File: src/rtl/pipe_pkg.sv
// pipe_pkg -- shared constants for the control/PC pipeline chain.
//
// Contents:
//   STG_EX/STG_MEM/STG_WB : stage indices of the default three-stage chain.
//   CTRL_W_DEF            : default control word width.
//   *_LO/*_HI/*_BIT       : field positions inside the control word.
//   CTRL_NOP              : control word of a bubble; all-zero means no
//                           register-file or memory write can happen.
package pipe_pkg;

  localparam int unsigned STG_EX  = 0;
  localparam int unsigned STG_MEM = 1;
  localparam int unsigned STG_WB  = 2;

  localparam int unsigned CTRL_W_DEF = 15;

  // Control word layout (LSB first).
  localparam int unsigned ALU_OP_LO = 0;
  localparam int unsigned ALU_OP_HI = 3;
  localparam int unsigned MEM_EN_LO = 4;   // [4] read, [5] write
  localparam int unsigned MEM_EN_HI = 5;
  localparam int unsigned RF_EN_BIT = 6;

  localparam int unsigned CTRL_NOP = 0;

endpackage

File: src/rtl/pipe_stage_reg.sv
// pipe_stage_reg -- one {valid, ctrl, pc} register of the pipeline chain.
//
// Ports:
//   clk, reset      : clock, asynchronous active-low reset (clears to bubble)
//   load            : capture d_* at the edge (otherwise a bubble is loaded)
//   kill            : force a bubble at the edge; beats hold and load
//   hold            : keep current contents; beats load
//   d_valid/d_ctrl/d_pc : next contents
//   q_valid/q_ctrl/q_pc : registered contents
module pipe_stage_reg #(
  parameter int CTRL_W = 15,
  parameter int PC_W   = 32
) (
  input  logic              clk,
  input  logic              reset,
  input  logic              load,
  input  logic              kill,
  input  logic              hold,
  input  logic              d_valid,
  input  logic [CTRL_W-1:0] d_ctrl,
  input  logic [PC_W-1:0]   d_pc,
  output logic              q_valid,
  output logic [CTRL_W-1:0] q_ctrl,
  output logic [PC_W-1:0]   q_pc
);

  always_ff @(posedge clk or negedge reset) begin
    if (!reset) begin
      q_valid <= 1'b0;
      q_ctrl  <= '0;
      q_pc    <= '0;
    end else if (kill) begin
      q_valid <= 1'b0;
      q_ctrl  <= '0;
      q_pc    <= '0;
    end else if (!hold) begin
      if (load) begin
        q_valid <= d_valid;
        q_ctrl  <= d_ctrl;
        q_pc    <= d_pc;
      end else begin
        // Not loading while advancing means a bubble is injected.
        q_valid <= 1'b0;
        q_ctrl  <= '0;
        q_pc    <= '0;
      end
    end
  end

endmodule

File: src/rtl/pipe_ctrl_chain.sv
// pipe_ctrl_chain -- control word / PC pipeline from ID through STAGES
// downstream stage registers (0 = EX, 1 = MEM, 2 = WB by default).
//
// Ports:
//   clk, reset        : clock, asynchronous active-low reset
//   in_valid/in_ctrl/in_pc : instruction presented by ID
//   stall             : load-use stall; hold ID, bubble into stage 0
//   freeze            : global hold; nothing advances (flush still kills)
//   flush[k]          : kill stage k at the edge
//   in_ready          : ID instruction accepted this cycle
//   stage_valid/stage_ctrl/stage_pc : per-stage contents, stage k at
//                       [k*W +: W] of the flattened buses
// Optional (macro PIPE_PERF_EN):
//   retire_cnt        : instructions leaving the last stage
//   bubble_cnt        : stall cycles that injected a bubble
// STAGES is meant to lie in 2..8.
module pipe_ctrl_chain
  import pipe_pkg::*;
#(
  parameter int STAGES = 3,
  parameter int CTRL_W = CTRL_W_DEF,
  parameter int PC_W   = 32
) (
  input  logic                     clk,
  input  logic                     reset,
  input  logic                     in_valid,
  input  logic [CTRL_W-1:0]        in_ctrl,
  input  logic [PC_W-1:0]          in_pc,
  input  logic                     stall,
  input  logic                     freeze,
  input  logic [STAGES-1:0]        flush,
  output logic                     in_ready,
  output logic [STAGES-1:0]        stage_valid,
  output logic [STAGES*CTRL_W-1:0] stage_ctrl,
  output logic [STAGES*PC_W-1:0]   stage_pc
`ifdef PIPE_PERF_EN
  ,
  output logic [31:0]              retire_cnt,
  output logic [31:0]              bubble_cnt
`endif
);

  logic [STAGES-1:0] vld_p;
  logic [CTRL_W-1:0] ctrl_p [STAGES];
  logic [PC_W-1:0]   pc_p   [STAGES];

  assign in_ready = ~stall & ~freeze;

  for (genvar k = 0; k < STAGES; k++) begin : g_stage
    logic              d_vld;
    logic [CTRL_W-1:0] d_ctrl;
    logic [PC_W-1:0]   d_pc;
    logic              ld;

    if (k == STG_EX) begin : g_first
      // An invalid ID slot enters as a clean bubble, never with stale ctrl.
      assign d_vld  = in_valid;
      assign d_ctrl = in_valid ? in_ctrl : CTRL_W'(CTRL_NOP);
      assign d_pc   = in_valid ? in_pc : '0;
      assign ld     = ~stall;
    end else begin : g_rest
      assign d_vld  = vld_p[k-1];
      assign d_ctrl = ctrl_p[k-1];
      assign d_pc   = pc_p[k-1];
      assign ld     = 1'b1;
    end

    // ---- stage k register boundary ----
    pipe_stage_reg #(
      .CTRL_W (CTRL_W),
      .PC_W   (PC_W)
    ) u_reg (
      .clk     (clk),
      .reset   (reset),
      .load    (ld),
      .kill    (flush[k]),
      .hold    (freeze),
      .d_valid (d_vld),
      .d_ctrl  (d_ctrl),
      .d_pc    (d_pc),
      .q_valid (vld_p[k]),
      .q_ctrl  (ctrl_p[k]),
      .q_pc    (pc_p[k])
    );

    assign stage_valid[k]              = vld_p[k];
    assign stage_ctrl[k*CTRL_W +: CTRL_W] = ctrl_p[k];
    assign stage_pc[k*PC_W +: PC_W]    = pc_p[k];
  end

`ifdef PIPE_PERF_EN
  always_ff @(posedge clk or negedge reset) begin
    if (!reset) begin
      retire_cnt <= '0;
      bubble_cnt <= '0;
    end else begin
      if (!freeze && !flush[STAGES-1] && vld_p[STAGES-1])
        retire_cnt <= retire_cnt + 32'd1;
      if (stall && !freeze)
        bubble_cnt <= bubble_cnt + 32'd1;
    end
  end
`endif

endmodule
File: config.mk
export PLATFORM = sky130hd
export DESIGN_NAME = pipe_ctrl_chain
export DESIGN_NICKNAME = d
export VERILOG_FILES = /design/src/rtl/pipe_pkg.sv /design/src/rtl/pipe_stage_reg.sv /design/src/rtl/pipe_ctrl_chain.sv
export SDC_FILE = /design/constraint.sdc
export NUM_CORES = 1
export LEC_CHECK = 0
export ABC_AREA = 1
export CORE_ASPECT_RATIO = 0.75
export CORE_MARGIN = 10
export CORE_UTILIZATION = 45
export DETAILED_ROUTE_END_ITERATION = 12
export GPL_TIMING_DRIVEN = 0
export PLACE_DENSITY_LB_ADDON = 0.08
export SETUP_SLACK_MARGIN = 0.15
export SLEW_MARGIN = 5
export SYNTH_ARGS = -nofsm -noshare
export SYNTH_HDL_FRONTEND = slang
export SYNTH_SLANG_ARGS = --single-unit
File: constraint.sdc
create_clock -name clk -period 1 [get_ports clk]
set_clock_uncertainty 0.2 [all_clocks]
set_input_delay 0.2 -clock clk [delete_from_list [all_inputs] [get_ports clk]]
set_output_delay 0.2 -clock clk [all_outputs]
set_load 0.005 [all_outputs]
; ---- Word-level counts from Yosys, hierarchy flattened
; Cells that the tools add are included.
[word_totals]
ff_bits = 144
inputBits = 55
output_inout_bits = 145
elab_cells = 38
[classes]
n_eq_ne = 3
n_mux = 23
bitwise = 3
[ops]
columns = cell, n
row1 = 32-bit two-way mux, 8
row2 = 15-bit two-way mux, 8
row3 = 1-bit two-way mux, 7
row4 = 2-bit by 1-bit != test with 1-bit output (second input constant), 3
row5 = 1-bit inverter, 2
row6 = 1-bit AND, 1

; ---- Longest topological paths before layout
; Gate-level depths: netlist of run 1.
[logic_depth]
word_depth = 4
depth_mapped = 7
ltp_nobuf = 4

; ---- Cells and area by module
; Synthesis of run 1 repeated with hierarchy kept, for this count alone.
[unflattened]
hier_cells = 1025
hier_area_um2 = 7046.8
[by_module_without_submodules]
columns = mod, instances, cells_per_inst, area_per_inst_um2, seq_area_each_um2
row1 = pipe_stage_reg, 3, 307, 2207.1, 1201.2
row2 = pipe_ctrl_chain, 1, 104, 425.4, 0.0

; ---- Least setup slack after synthesis of run 1
; Ideal clock, no wire load.
[synth_path]
path_type = input-to-reg
startpoint = input port freeze
endpoint = register g_stage[0].u_reg.q_pc[22]
setup_time_ps = 118
arrival_ps = 812
t_required_ps = 682
setup_slack_ps = -129
cell_stages = 7
path_buffers = 3
path_cell_list = buf_4 -> inv_2 -> nor2_4 -> buf_6 -> buf_4 -> nand2_1 -> nand2_1
[synth_between]
elab_chain_cells = 1
[synth_rtl]
columns = element, line
row1 = start: declaration, pipe_ctrl_chain.sv:30  ; input logic freeze,
row2 = 2-bit by 1-bit != test with 1-bit output (no line), n/a
row3 = end signal: assignment, pipe_stage_reg.sv:40  ; q_pc <= d_pc;
row4 = end: declaration, pipe_stage_reg.sv:24  ; output logic [PC_W-1:0] q_pc
; Every way passes these cells.
; A chain may end at the register's enable or synchronous reset.

; ---- Worst setup path in the final report of run 1
[layout_path]
startpoint = register g_stage[2].u_reg.q_valid
endpoint = output port stage_valid[2]
[layout_rtl]
columns = element, line
row1 = start: declaration, pipe_stage_reg.sv:22  ; output logic q_valid,
row2 = start signal: assignment, pipe_stage_reg.sv:38  ; q_valid <= d_valid;
row3 = end: declaration, pipe_ctrl_chain.sv:33  ; output logic [STAGES-1:0] stage_valid,
; No word-level cell between the ends.

==> qor.csv, run 1 <==
stage,metric,value,unit
floorplanning,start_util,0.464,
synthesis,synth_cell_types,12,
critical_path,path_common_cell,buf_6,
critical_path,critPathMaxStageDelay,0.42,ns
power,peakVddDrop,1.52,mV
placed_design,gp_congestion,0.805,
cts,cts.sinks,144,
final_layout,syn_to_final_growth,90.7,%
grt,use_met2,0.387,
routing,firstDrtPassIters,5,
critical_path,crit_arrival,1.09,ns
grt,grt_pass1_wl,33600,µm
critical_path,worst_setup_path_start_kind,register,
placed_design,hpwl,13300,µm
grt,grtUsageTotal,0.240,
timing,slew_viol_final,0,
final_layout,regArea,0.00360,mm²
routing,drc,0,
placed_design,portBuffers,198,
floorplanning,fp.dieH,118,µm
critical_path,crit_start,g_stage[2].u_reg.q_valid,
grt,grt_util_met3,0.0726,
synthesis,synth.avg_cell_area,9.06,µm²
floorplanning,die_x,150,µm
synthesis,synth.area.mux_share,0,
final_layout,fin_cells,1243,
timing,setup_viol,237,
grt,use_met1,0.293,
floorplanning,pin_count,200,
timing,relSlewSlack,0.671,
synthesis,yosysSeqAreaShare,0.627,
critical_path,critPathKind,reg -> out,
synthesis,synth_nets,689,
critical_path,r2r_start,g_stage[2].u_reg.q_valid,
floorplanning,dieArea,0.0177,mm²
timing,holdWs,-0.459,ns
synthesis,synth-simple-area-share,0.320,
grt,grt-busiest-layer,met2,
timing,period_needed,1.49,ns
hold_path,hold_class,in -> async,
cts,clk_latency,0.43,ns
cts,cts_buffer_depth,2,
outcome,status,finished with violations,
grt,first_global_vias,6116,
timing,tightest_slew,0.493,ns
routing,routed_wl,26400,µm
critical_path,end_kind,output pin,
power,leakage,0.00618,µW
synthesis,netlist_instances,634,
synthesis,synth-xor-area-share,0,
cts,cts_max_level,4,
synthesis,synth-compound-area-share,0,
critical_path,crit_slowest_cell,dfrtp_1,
timing,fin_tns_setup,-56.89,ns
synthesis,yosys.area_share.adder,0,
final_layout,diodes,0,
critical_path,r2r_slack,-0.18,ns
placed_design,dpl.cell_count,999,
final_layout,multi_input_area,0.00234,mm²
cts,tritoncts,done,
routing,via_per_inst,5.46,
grt,grt_max_degree,91,
routing,first_iter_violations,560,
final_layout,layout-drive-gt1-share,0.546,
critical_path,crit_fanout,2,
cts,cts_made_buffers,17,
timing,timing.fmax,0.669,GHz
power,power_per_cell_area,1250,mW/mm²
timing,post-route-period-util,1.49,
cts,path_clk_slew,0.07,ns
final_layout,nets,1119,
timing,hold_viol_final,99,
synthesis,syn_area,0.00575,mm²
critical_path,worstPathCellList,buf_6 -> buf_6,
synthesis,synth-seq-cells,144,
grt,antenna_found_initial,0,
floorplanning,core,0.0124,mm²
synthesis,synth_top_family_by_area,simple AND/OR/NAND/NOR gates,
cts,clockRootBuffer,clkbuf_16,
job,maxCapViolCount,0,
outcome,violations,"negative hold slack, negative setup slack",
timing,fin_ws,-0.495,ns
synthesis,yosys_warnings,0,
routing,vias,6782,
timing,rsz0062_at_grt,true,
critical_path,required,0.60,ns
floorplanning,row_count,35,
routing,postRouteAntennaNets,0,
routing,wire_per_inst,21.2,µm
final_layout,fillerInstances,573,
grt,overflow,0,
## what timing repair did
| item | in CTS | in global routing |
|---|---|---|
| buffers inserted | 122 | 84 |
| setup endpoints to repair | 289 | 369 |
| pin swaps | 55 | 68 |
| cloned | 4 | 2 |
| gates resized for setup | 765 | 193 |
| endpoints found under the hold margin | 54 | 54 |
## registers in the layout (all words and copies together), names as in the netlist
register,flops
g_stage.u_reg.q_ctrl,45
g_stage.u_reg.q_pc,96
g_stage.u_reg.q_valid,3
## final cells by class
class,instances,share of cell area
buffer,49,0.0481
clock buffer,17,0.0388
clock inverter,15,0.0113
inverter,4,0.00160
multi-input combinational,437,0.214
sequential,144,0.329
tap,166,0.0190
timing repair buffer,411,0.338
## cell usage in the layout (no fill, tap or decap)
cell             netlist  final
inv_8                  0      1
inv_1                  3      1
nand2_4                0      1
nand2_1              289    208
buf_8                  0     10
inv_2                  1      2
dlygate4sd2_1          0      2
clkbuf_2               0      5
clkinv_4               0      2
buf_2                 20    138
clkinvlp_4             0      2
inv_6                  0      8
nor2_4                 2      5
clkinv_2               0      2
dfrtp_1              144    144
buf_4                 17     43
clkdlybuf4s50_1        0     47
nand2_2                0     80
nand3_2                0     56
clkbuf_4               0      1
buf_16                 0      4
buf_6                  2    202
clkbuf_8               0      1
nand3_1              143     87
clkbuf_16              0     19
inv_4                  0      1
buf_12                 0      5
## logic make-up (layout without fill, tap and decap cells)
kind of cell           Yosys count  count (layout)
flip-flops                     144             144
buffers and inverters           53             496
AND/OR/NAND/NOR                437             437
## routing by layer
metal  up-vias  share of wire  routed length [µm]
met5         -              0                   0
met3        84          0.094                2480
met4         0          0.038                1010
met1      3391           0.37                9640
li1       2898              -                   -
met2       409           0.50               13200
## synthesized netlist by cell type
cell,count,share of area
clkbuf_1,10,0.0065
inv_2,1,0.00065
dfrtp_1,144,0.63
buf_6,2,0.0039
buf_2,20,0.017
buf_4,17,0.022
inv_1,3,0.0020
nor2_2,2,0.0022
nand3_1,143,0.12
nand2_1,289,0.19
nor2_4,2,0.0039
nor2_1,1,0.00065
## critical path: cells and delay by family, from the launching register on
family                 cells  cell delay, ns
DFF                        1            0.42
buffers and inverters      2            0.24
## stage by stage
stage	setup slack (ns)	utilization	area (µm²)	total power, µW
after floorplan	-0.0666	-	5890	6490
after global placement	-6.13	0.652	8080	7150
after detailed placement	-1.04	0.655	8110	7180
after CTS	-0.435	0.774	9600	13300
after global routing	-0.518	0.884	11000	14100
final	-0.495	0.884	11000	13700
## report_power, final
part           switching, µW  internal, µW  total, µW
Clock                   2820          3250       6070
Combinational            841           814       1660
Sequential              64.2          5900       5970
## final timing paths
kind / depth (start not counted) / to
setup / recovery: 2 / stage_valid[2]
hold / removal: 1 / g_stage[0].u_reg.q_pc[4]
setup reg to reg: 4 / g_stage[2].u_reg.q_valid
hold reg to reg: 2 / g_stage[2].u_reg.q_pc[20]
max in group asynchronous: 2 / g_stage[0].u_reg.q_ctrl[14]
min in group clk: 5 / g_stage[0].u_reg.q_ctrl[14]
(Power assumes the default switching activity.)
==> run 2, diff against run 1 <==
SETUP_SLACK_MARGIN = 0.02   (was 0.15)
==> run 2 against run 1 <==
  * The flow still finishes with violations (negative hold slack, negative setup slack)
  * First-iteration DRC count fell by 25%
  * Power rose by 3.6%
  * Clock-buffer cell count rose by 6
  * Cell count fell by 5.3%
  * Die area did not move
  * Sequential power barely moved
  * Non-clock buffer count fell by 66
  * Setup slack improved by 0.067 ns
  * Wire length fell by 16%
  * Hold slack improved by 0.025 ns
  * Critical path depth did not move
  * Sequential share of layout area rose by 3.7 points
  * Largest cell class is now sequential cells
  * Largest power group unchanged
  * Highest routed layer unchanged
==> qor.csv, run 2 (synthesis gave the netlist of run 1 again) <==
stage,metric,value,unit,change
critical_path,crit_slowest_cell,dfrtp_1,,unchanged
placed_design,place_area,0.00808,mm²,was 0.00811 mm²
final_layout,largest_register_ffs,96,,unchanged
critical_path,path_common_cell,buf_6,,unchanged
routing,first_iter_violations,422,,was 560
cts,clk_latency,0.41,ns,was 0.43 ns
grt,grt_pass1_wl,32900,µm,was 33600 µm
grt,grt-busiest-layer,met2,,unchanged
cts,clockRootBuffer,clkbuf_16,,unchanged
critical_path,r2r_start,g_stage[0].u_reg.q_pc[26],,was g_stage[2].u_reg.q_valid
timing,relSlewSlack,0.583,,was 0.671
cts,cts_made_buffers,17,,unchanged
grt,antenna_found_initial,0,,unchanged
placed_design,portBuffers,198,,unchanged
critical_path,worst_setup_path_start_kind,register,,unchanged
floorplanning,start_util,0.464,,unchanged
critical_path,crit_arrival,1.03,ns,was 1.09 ns
critical_path,crit_start,g_stage[0].u_reg.q_valid,,was g_stage[2].u_reg.q_valid
critical_path,endpoint,stage_valid[0],,was stage_valid[2]
final_layout,syn_to_final_growth,71.5,%,was 90.7%
cts,tritoncts,done,,unchanged
timing,post-route-period-util,1.43,,was 1.49
final_layout,fin_cells,1177,,was 1243
critical_path,crit_family,flip-flops,,unchanged
final_layout,fin_util,0.795,,was 0.884
critical_path,required,0.60,ns,about the same
floorplanning,pin_count,200,,unchanged
cts,cts_buffer_depth,2,,unchanged
timing,fin_tns_setup,-48.66,ns,was -56.89 ns
placed_design,dpl.cell_count,999,,unchanged
job,maxCapViolCount,0,,unchanged
grt,grt_max_degree,80,,was 91
timing,rsz0062_at_grt,true,,unchanged
hold_path,hold_class,in -> async,,unchanged
critical_path,worstPathCellList,buf_6 -> buf_6,,unchanged
floorplanning,row_count,35,,unchanged
routing,vias,5946,,was 6782
power,peakVddDrop,1.23,mV,was 1.52 mV
placed_design,gp_congestion,0.801,,was 0.805
timing,holdWs,-0.434,ns,was -0.459 ns
final_layout,layout-drive-gt1-share,0.462,,was 0.546
power,leakage,0.00573,µW,was 0.00618 µW
critical_path,critPathMaxStageDelay,0.40,ns,was 0.42 ns
critical_path,path_depth,2,,unchanged
final_layout,diodes,0,,unchanged
routing,postRouteAntennaNets,0,,unchanged
cts,cts.sinks,144,,unchanged
final_layout,top_regs,"g_stage.u_reg.q_pc (96), g_stage.u_reg.q_ctrl (45), g_stage.u_reg.q_valid (3)",,unchanged
timing,hold_viol_final,65,,was 99
routing,routed_wl,22200,µm,was 26400 µm
power,power_per_cell_area,1440,mW/mm²,was 1250 mW/mm²
grt,overflow,0,,unchanged
timing,period_needed,1.43,ns,was 1.49 ns
timing,tightest_slew,0.626,ns,was 0.493 ns
critical_path,crit_fanout,2,,unchanged
timing,slew_viol_final,0,,unchanged
timing,timing.fmax,0.700,GHz,was 0.669 GHz
floorplanning,core,0.0124,mm²,unchanged
cts,cts_max_level,4,,unchanged
final_layout,final_cell_mix,"nand2_1 (246), buf_2 (148), dfrtp_1 (144)",,"was nand2_1 (208), buf_6 (202), dfrtp_1 (144)"
grt,use_met1,0.288,,was 0.293
critical_path,crit_buf_inv,2,,unchanged
critical_path,critPathKind,reg -> out,,unchanged
grt,grtUsageTotal,0.235,,was 0.240
outcome,violations,"negative hold slack, negative setup slack",,unchanged
critical_path,end_kind,output pin,,unchanged
placed_design,hpwl,13700,µm,was 13300 µm
timing,setup_viol,166,,was 237
final_layout,stdcell_area,0.00986,mm²,was 0.0110 mm²
grt,first_global_vias,6010,,was 6116
critical_path,r2r_slack,-0.12,ns,was -0.18 ns
final_layout,final_common_cell,nand2_1,,unchanged
outcome,status,finished with violations,,unchanged
routing,firstDrtPassIters,7,,was 5
grt,use_met2,0.382,,was 0.387
critical_path,reg2reg_depth,4,,unchanged
final_layout,nets,1053,,was 1119
grt,grt_util_met3,0.0722,,was 0.0726
floorplanning,die_x,150,µm,unchanged
floorplanning,dieArea,0.0177,mm²,unchanged
floorplanning,fp.dieH,118,µm,unchanged
routing,drc,0,,unchanged
final_layout,regMostFlops,g_stage.u_reg.q_pc,,unchanged
timing,fin_ws,-0.428,ns,was -0.495 ns
routing,via_per_inst,5.05,,was 5.46
critical_path,r2r-end,g_stage[1].u_reg.q_pc[26],,was g_stage[2].u_reg.q_valid
cts,path_clk_slew,0.06,ns,was 0.07 ns
routing,wire_per_inst,18.8,µm,was 21.2 µm
-- run 2: cell types whose count changed in the layout (fill, tap and decap cells not counted), moves of 6 or more --
cell | previous run | this run
nand3_2 | 56 | 41
nand2_2 | 80 | 41
buf_2 | 138 | 148
nand3_1 | 87 | 101
inv_6 | 8 | 0
buf_6 | 202 | 91
nand2_1 | 208 | 246
buf_8 | 10 | 4
buf_4 | 43 | 89
-- run 2: cell type report --
class / instances / area [µm²]
Sequential cell: 144 / 3600
Timing Repair Buffer: 347 / 2730
Fill cell: 814 / 2540
Multi-Input combinational cell: 437 / 2190
Clock buffer: 23 / 488
Buffer: 47 / 459
Tap cell: 166 / 208
Clock inverter: 9 / 154
Inverter: 4 / 17.5
-- run 2: where the power goes --
part | leakage, µW | switching, µW | total [µW] | internal (µW)
clock | 0.000309 | 2400 | 6840 | 4440
sequential | 0.00200 | 52.2 | 5960 | 5910
combinational | 0.00342 | 729 | 1380 | 649
-- run 2: per-layer routing --
layer | routed length, µm | part of all wire
met1 | 8670 | 0.39
met2 | 11100 | 0.50
met3 | 1990 | 0.090
met4 | 412 | 0.019
met5 | 0 | 0
-- run 2: worst min-delay path by stage --
stage,from,to
finish,reset,g_stage[2].u_reg.q_pc[4]
global route,reset,g_stage[2].u_reg.q_pc[4]
CTS,reset,g_stage[2].u_reg.q_pc[4]
detailed placement,reset,g_stage[2].u_reg.q_pc[4]
global placement,g_stage[0].u_reg.q_pc[16],g_stage[1].u_reg.q_pc[16]
floorplan,reset,g_stage[0].u_reg.q_ctrl[0]
-- run 2: repair_timing --
action,CTS,global route
resized for setup,626,159
hold endpoints to repair,65,65
cloned,2,1
pin swaps,5,38
setup endpoints to repair,289,236
buffers inserted,116,56
-- run 2: per-stage QoR --
stage	power [µW]	setup WS [ns]	hold WS, ns
floorplan	6480	-0.0666	-0.296
global placement	7130	-6.08	0.279
detailed placement	7160	-1.08	0.0366
CTS	14100	-0.457	-0.399
global route	14600	-0.451	-0.393
finish	14200	-0.428	-0.434
==> run 3, diff against run 2 <==
==> constraint.sdc (replaced) <==
create_clock -name clk -period 1 [get_ports clk]
set_clock_uncertainty 0.2 [all_clocks]
set_input_delay 0.2 -clock clk [delete_from_list [all_inputs] [get_ports clk]]
set_output_delay 0.2 -clock clk [all_outputs]
set_load 0.02 [all_outputs]
==> run 3 against run 2 <==
  * The run still ends with negative hold slack, negative setup slack left
  * Core utilization grew 8.8 points
  * Non-clock buffer count shrank 8
  * Wire length up 7.0%
  * Via count increased by 3.5%
  * First-iteration DRC count is 17% higher
  * Register-to-register slack improved by 0.03 ns
  * Power increased by 3.3%
  * Combinational power grew 18%
  * Clock-buffer cell count is 3 lower
  * Largest cell class is now buffers
==> qor.csv, run 3 (synthesis gave the netlist of run 1 again) <==
stage,metric,value,unit,change
outcome,status,finished with violations,,unchanged
outcome,violations,"negative hold slack, negative setup slack",,unchanged
timing,rsz0062_at_grt,true,,unchanged
placed_design,hpwl,13400,µm,was 13700 µm
grt,grt_pass1_wl,32900,µm,about the same
power,power_frac_clock,0.480,,was 0.482
routing,first_iter_violations,493,,was 422
routing,wire_per_inst,20.2,µm,was 18.8 µm
final_layout,regMostFlops,g_stage.u_reg.q_pc,,unchanged
timing,holdWs,-0.450,ns,was -0.434 ns
routing,routed_wl,23700,µm,was 22200 µm
timing,setup_viol,161,,was 166
timing,relSlewSlack,0.616,,was 0.583
grt,grt_max_degree,87,,was 80
cts,tritoncts,done,,unchanged
power,power_per_cell_area,1340,mW/mm²,was 1440 mW/mm²
grt,first_global_vias,6132,,was 6010
cts,cts.sinks,144,,unchanged
power,comb_power_share,0.112,,was 0.097
power,p_int,11100,µW,was 11000 µW
floorplanning,pin_count,200,,unchanged
cts,cts_made_buffers,17,,unchanged
routing,postRouteAntennaNets,0,,unchanged
power,leakage,0.00580,µW,was 0.00573 µW
timing,hold_viol_final,65,,unchanged
cts,cts_max_level,4,,unchanged
floorplanning,dieArea,0.0177,mm²,unchanged
routing,drc,0,,unchanged
timing,period_needed,1.43,ns,about the same
floorplanning,die_x,150,µm,unchanged
grt,grtUsageTotal,0.233,,was 0.235
final_layout,layout-drive-gt1-share,0.508,,was 0.462
final_layout,regArea,0.00360,mm²,unchanged
grt,antenna_found_initial,2,,was 0
floorplanning,row_count,35,,unchanged
grt,overflow,0,,unchanged
timing,fin_ws,-0.427,ns,was -0.428 ns
timing,post-route-period-util,1.43,,about the same
timing,tightest_slew,0.575,ns,was 0.626 ns
timing,timing.fmax,0.701,GHz,was 0.700 GHz
routing,via_per_inst,5.26,,was 5.05
critical_path,reg2reg_depth,4,,unchanged
final_layout,nets,1045,,was 1053
critical_path,crit_fanout,2,,unchanged
floorplanning,start_util,0.464,,unchanged
final_layout,top_regs,"g_stage.u_reg.q_pc (96), g_stage.u_reg.q_ctrl (45), g_stage.u_reg.q_valid (3)",,unchanged
timing,slew_viol_final,0,,unchanged
power,p_seq_frac,0.408,,was 0.420
power,swShare,0.241,,was 0.224
hold_path,hold_class,in -> async,,unchanged
final_layout,multi_input_area,0.00238,mm²,was 0.00219 mm²
critical_path,end_kind,output pin,,unchanged
critical_path,required,0.60,ns,about the same
power,power.switching,3530,µW,was 3180 µW
critical_path,r2r-end,g_stage[1].u_reg.q_pc[23],,was g_stage[1].u_reg.q_pc[26]
final_layout,final_cell_mix,"buf_6 (246), nand2_1 (218), dfrtp_1 (144)",,"was nand2_1 (246), buf_2 (148), dfrtp_1 (144)"
floorplanning,fp.dieH,118,µm,unchanged
placed_design,portBuffers,198,,unchanged
routing,firstDrtPassIters,5,,was 7
critical_path,critPathKind,reg -> out,,unchanged
final_layout,fillerInstances,566,,was 814
critical_path,r2r_slack,-0.09,ns,was -0.12 ns
final_layout,fin_util,0.883,,was 0.795
final_layout,final_common_cell,buf_6,,was nand2_1
cts,clockRootBuffer,clkbuf_16,,unchanged
placed_design,gp_congestion,0.823,,was 0.801
power,peakVddDrop,1.39,mV,was 1.23 mV
job,maxCapViolCount,0,,unchanged
critical_path,r2r_start,g_stage[1].u_reg.q_pc[23],,was g_stage[0].u_reg.q_pc[26]
critical_path,worst_setup_path_start_kind,register,,unchanged
cts,path_clk_slew,0.06,ns,about the same
floorplanning,core,0.0124,mm²,unchanged
final_layout,largest_register_ffs,96,,unchanged
final_layout,syn_to_final_growth,90.5,%,was 71.5%
routing,vias,6156,,was 5946
cts,cts_buffer_depth,2,,unchanged
cts,clk_latency,0.41,ns,about the same
critical_path,crit_arrival,1.03,ns,about the same
-- run 3: cell count changes in the layout (fill, tap and decap cells not counted), moves of 3 or more --
cell,previous run,this run
buf_2,148,12
buf_4,89,56
buf_6,91,246
buf_8,4,8
clkbuf_8,6,3
nand2_1,246,218
nand2_2,41,69
nand3_1,101,77
nand3_2,41,65
-- run 3: power by group through the flow --
stage	clock (µW)	combinational [µW]	sequential, µW
3_3_place_gp	0	1190	6070
5_1_grt	7320	1730	5980
6_report	7030	1630	5980
4_1_cts	7010	1420	5970
3_5_place_dp	0	1220	6070
2_1_floorplan	0	433	6160
-- run 3: area by class of cell --
type,instances,share of cell area
flip-flops and latches,144,0.329
repair buffers,340,0.329
multi-input cells,437,0.218
plain buffers,46,0.0442
clock buffers,20,0.0399
clock inverters,12,0.0190
well taps,166,0.0190
inverters,4,0.00160
diodes,2,0.000457
-- run 3: critical path: stages (launching register included) --
cell	delay, ns
dfrtp_1	0.38
buf_6	0.12
buf_6	0.12
-- run 3: layer usage --
metal  GRT usage  wire, µm  up-vias
li1            -         -     2756
met1       0.276      8850     3087
met2       0.384     12000      265
met3      0.0772      2210       48
met4      0.0879       667        0
met5           0         0        -
-- run 3: worst max-delay path by stage --
stage / start / endpoint
final: g_stage[2].u_reg.q_valid / stage_valid[2]
after global placement: reset / g_stage[2].u_reg.q_pc[24]
after CTS: g_stage[2].u_reg.q_valid / stage_valid[2]
after floorplan: freeze / g_stage[0].u_reg.q_pc[22]
after detailed placement: stall / in_ready
after global routing: g_stage[2].u_reg.q_valid / stage_valid[2]
-- run 3: what timing repair did --
action,in CTS,in global routing
setup endpoints to repair,289,267
resized for setup,919,215
hold endpoints to repair,58,58
cloned,2,0
pin swaps,5,64
buffers inserted,117,50
-- run 3: stage by stage --
stage | setup slack (ns) | power, µW | area [µm²] | std cells | TNS [ns]
2_1_floorplan | -0.0684 | 6590 | 5970 | 634 | -2.70
3_3_place_gp | -6.11 | 7260 | 8160 | 998 | -1023.15
3_5_place_dp | -1.09 | 7290 | 8190 | 999 | -167.68
4_1_cts | -0.440 | 14400 | 10000 | 1145 | -50.78
5_1_grt | -0.454 | 15000 | 10900 | 1170 | -56.48
6_report | -0.427 | 14600 | 10900 | 1171 | -52.16
==> RTL edit 1 (flow settings as in run 2) <==
The option `PIPE_PERF_EN` is turned on by a define.
--- a/src/rtl/pipe_ctrl_chain.sv
+++ b/src/rtl/pipe_ctrl_chain.sv
@@ -14,6 +14,8 @@
 //   retire_cnt        : instructions leaving the last stage
 //   bubble_cnt        : stall cycles that injected a bubble
 // STAGES is meant to lie in 2..8.
+`define PIPE_PERF_EN
+
 module pipe_ctrl_chain
   import pipe_pkg::*;
 #(
Check against the original RTL (old outputs only; new: bubble_cnt and retire_cnt): equivalent (Yosys induction, for registers that start in step).
==> RTL edit 1 against run 2 <==
The run still ends with hold timing, setup timing left; synthesized area up 56%; largest cell class unchanged; highest routed layer is now met5; wire length up 61%; final area rose by 54%; worst setup slack worse by 410 ps; sequential cell count is 64 higher; power increased by 43%; final cell count is 48% higher; clock power increased by 22%.
==> RTL edit 1: results (changes against run 2) <==
| Metric | Value |
|---|---|
| Status | finished with violations |
| Failing checks | hold timing, setup timing |
| Num CTS Buffers | 22 (+5) |
| Largest net degree at the start of global routing | 113 (+41%) |
| CP Max Fanout | 4 (+2) |
| WHS | -552 ps (-119 ps) |
| Final setup violation count | 275 (+66%) |
| R2R depth | 9 (+5) |
| H-Tree Depth | 1 (-3) |
| XOR/XNOR Fraction of Synth Area | 3.71% (+3.7 points) |
| VDD IR max | 1.71 mV (+40%) |
| FF-to-FF Start | bubble_cnt[0] |
| Placement Setup Slack | -1240 ps (-159 ps) |
| Leading cell types by count after synthesis | dfrtp_1, inv_1, nand2_1, o22ai_1, nand3_1 |
| Wire per inst | 20.5 um (+8.9%) |
| Number of antenna violations at the first check in global routing | 2 (+2) |
| Post-synthesis sequential area ratio | 58.0% (-4.8 points) |
| Share of layout cells above drive strength 1 | 47.5% (+1.3 points) |
| Via density | 5.26 (+4.1%) |
| Post-DP HPWL | 20,900 um (+52%) |
| PortBufs | 262 (+32%) |
| Setup ws final | -841 ps (-414 ps) |
| Synthesized Nets | 1,036 (+50%) |
| Pleak | 0.00785 uW (+37%) |
| Nets | 1,529 (+45%) |
| Final Hold Fails | 174 (+170%) |
RTL edit 1: per-layer routing:
layer | global-route usage (%) | wire length, um
met5 | 0 | 15
met4 | 4.60 | 986
met3 | 7.47 | 3240
met2 | 38.0 | 17000
met1 | 30.8 | 14400
RTL edit 1: repair_timing:
item / 4_1_cts / 5_1_grt
buffers inserted: 135 / 82
gates cloned: 6 / 1
hold endpoints to repair: 106 / 102
setup endpoints to repair: 425 / 316
gates resized for setup: 1025 / 202
pin swaps: 69 / 74
RTL edit 1: final cells by class:
type                    instances  area (um^2)
flip-flops and latches        208         5230
fillers                      1254         4310
repair buffers                471         3940
multi-input cells             525         3670
inverters                     206          813
clock buffers                  32          639
plain buffers                  38          487
well taps                     253          317
clock inverters                 5         75.1
RTL edit 1: stage by stage:
step | hold WS (ps) | power [uW] | instances
3_5_place_dp | 90.5 | 10700 | 1495
6_report | -552 | 20300 | 1738
2_1_floorplan | -296 | 9650 | 979
4_1_cts | -527 | 19500 | 1671
3_3_place_gp | 275 | 10700 | 1494
5_1_grt | -525 | 20900 | 1738
RTL edit 1: cells by family after synthesis:
kind of cell | Yosys count
buffers and inverters | 246
AOI/OAI and AO/OA | 145
DFF | 208
adders and majority gates | 2
xor gates and xnor gates | 38
and+or+nand+nor | 340
RTL edit 1: worst max-delay path: stages, from the launching register on:
cell,delay [ps]
dfrtp_2,400
buf_6,130
buf_6,120
inv_8,40
nor2_4,140
nand3_4,140
nor2_4,230
nand2_1,130
nand2_1,110
nand2_1,80
RTL edit 1: power by group:
group          switching (uW)  internal (uW)
sequential                199           8620
clock                    3420           4930
combinational            1500           1640
RTL edit 1: worst max-delay path by stage:
stage,from,endpoint,slack (ps),cells after the start
after global placement,reset,bubble_cnt[31],-9440,1
after CTS,bubble_cnt[0],bubble_cnt[16],-660,8
after floorplan,retire_cnt[0],retire_cnt[24],-600,10
after global routing,bubble_cnt[0],bubble_cnt[25],-830,9
after detailed placement,stall,bubble_cnt[16],-1240,7
final,bubble_cnt[0],bubble_cnt[25],-840,9
==> RTL edit 2 (config.mk and constraints of run 2) <==
Without the edit above. The parameter `STAGES` goes from 3 to 5.
--- a/src/rtl/pipe_ctrl_chain.sv
+++ b/src/rtl/pipe_ctrl_chain.sv
@@ -17,7 +17,7 @@
 module pipe_ctrl_chain
   import pipe_pkg::*;
 #(
-  parameter int STAGES = 3,
+  parameter int STAGES = 5,
   parameter int CTRL_W = CTRL_W_DEF,
   parameter int PC_W   = 32
 ) (
Interface: changed (resized flush, stage_ctrl, stage_pc and stage_valid); port bits go from 200 to 298. The function was not compared with the original's and may differ.
==> RTL edit 2 against run 2 <==
The flow still finishes with violations (hold timing, setup timing); power rose by 47%; worst hold slack got worse by 240 ps; synthesized area rose by 67%; sequential cell count rose by 96; critical path depth did not move; final cell count rose by 64%; wire length rose by 69%; final area rose by 63%; worst setup slack got worse by 130 ps; critical path type unchanged; largest cell class unchanged; highest routed layer unchanged.
==> RTL edit 2: results (changes against run 2) <==
| Metric | Value |
|---|---|
| Leading cell types by count after synthesis | nand2_1, dfrtp_1, nand3_1, buf_4, buf_2 |
| Routed vias | 9,628 (+62%) |
| WHS | -678 ps (-245 ps) |
| Status | finished with violations |
| TNS Setup | -109,280 ps (-60,620 ps) |
| Global-route wire length before repair | 55,600 um (+69%) |
| Final wirelength | 37,600 um (+69%) |
| Avg Inst Size Synth | 9.06 um^2 (about the same) |
| Share of layout cells above drive strength 1 | 49.6% (+3.4 points) |
| Top Registers | g_stage.u_reg.q_pc x160, g_stage.u_reg.q_ctrl x75, g_stage.u_reg.q_valid x5 |
| Setup ws final | -553 ps (-126 ps) |
| Worst Max-Slew Pin Slew | 562 ps (-63.4 ps) |
| CP endpoint | stage_valid[1] |
| Largest net degree at the start of global routing | 112 (+40%) |
| Final Hold Fails | 249 (+280%) |
| Post-synthesis sequential area ratio | 62.6% (-0.079 points) |
| Initial DRC Count | 791 (+87%) |
| Final setup violation count | 277 (+67%) |
| VDD IR max | 1.14 mV (-7.0%) |
| Placed Cells | 1,644 (+65%) |
| Wire per inst | 19.4 um (+3.0%) |
| H-Tree Depth | 1 (-3) |
| RePlAce Congestion | 0.849 (+6.0%) |
| Total GRT Usage | 25.4% (+1.9 points) |
| First-pass DRT Iterations | 5 (-2) |
| CP Data Arrival Time | 1150 ps (+120 ps) |
| Longest Clk Path Bufs | 3 (+1) |
| Vias in the first global route | 9,361 (+56%) |
| Nets | 1,687 (+60%) |
| Failing checks | hold timing, setup timing |
| Top post-synthesis cells by area | dfrtp_1, nand2_1, nand3_1 |
| FF-to-FF Start | g_stage[1].u_reg.q_pc[10] |
| Worst skew pair latency | 520 ps (+110 ps) |
| Post-DP Area | 13,200 um^2 (+63%) |
| R2r endpoint | g_stage[2].u_reg.q_pc[10] |
| PortBufs | 296 (+49%) |
| Pleak | 0.00946 uW (+65%) |
-- RTL edit 2: kinds of logic (layout without fill, tap and decap cells) --
logic type / count (synthesis) / in the layout / share of synthesized area (%)
AND/OR/NAND/NOR: 728 / 728 / 31.9
flip-flops: 240 / 240 / 62.6
buffers and inverters: 90 / 680 / 5.51
-- RTL edit 2: where the power goes --
part | internal, uW | leakage [uW] | switching [uW]
Sequential | 9790 | 0.00334 | 67.9
Clock | 5250 | 0.000409 | 3850
Combinational | 756 | 0.00572 | 1060
Total | 15800 | 0.00946 | 4980
-- RTL edit 2: metal layers --
layer / share of wire, % / vias to the layer above / wire length (um) / GRT usage [%]
met5: 0 / - / 0 / 0
met2: 45 / 426 / 16900 / 37.9
li1: - / 4547 / - / -
met1: 44 / 4603 / 16400 / 36.0
met3: 9.2 / 52 / 3470 / 7.04
met4: 2.0 / 0 / 760 / 5.38
-- RTL edit 2: critical path: cells and delay by family, from the launching register on --
kind | cells | cell delay [ps]
buf+inv | 2 | 230
flops | 1 | 400
-- RTL edit 2: final cells by class --
| class | count | area (um^2) | share of cell area, % |
|---|---|---|---|
| Buffer | 81 | 733 | 4.56 |
| Clock buffer | 31 | 708 | 4.40 |
| Clock inverter | 13 | 92.6 | 0.576 |
| Inverter | 8 | 30.0 | 0.187 |
| Multi-Input combinational cell | 728 | 3830 | 23.8 |
| Sequential cell | 240 | 6010 | 37.4 |
| Tap cell | 288 | 360 | 2.24 |
| Timing Repair Buffer | 547 | 4320 | 26.9 |
-- RTL edit 2: repair_timing --
action                                   CTS  global route
gates resized for setup                 1060           315
cloned                                     2             0
hold endpoints to repair                 243           249
endpoints found under the setup margin   441           420
pin swaps                                  8            83
setup buffers                            222            88
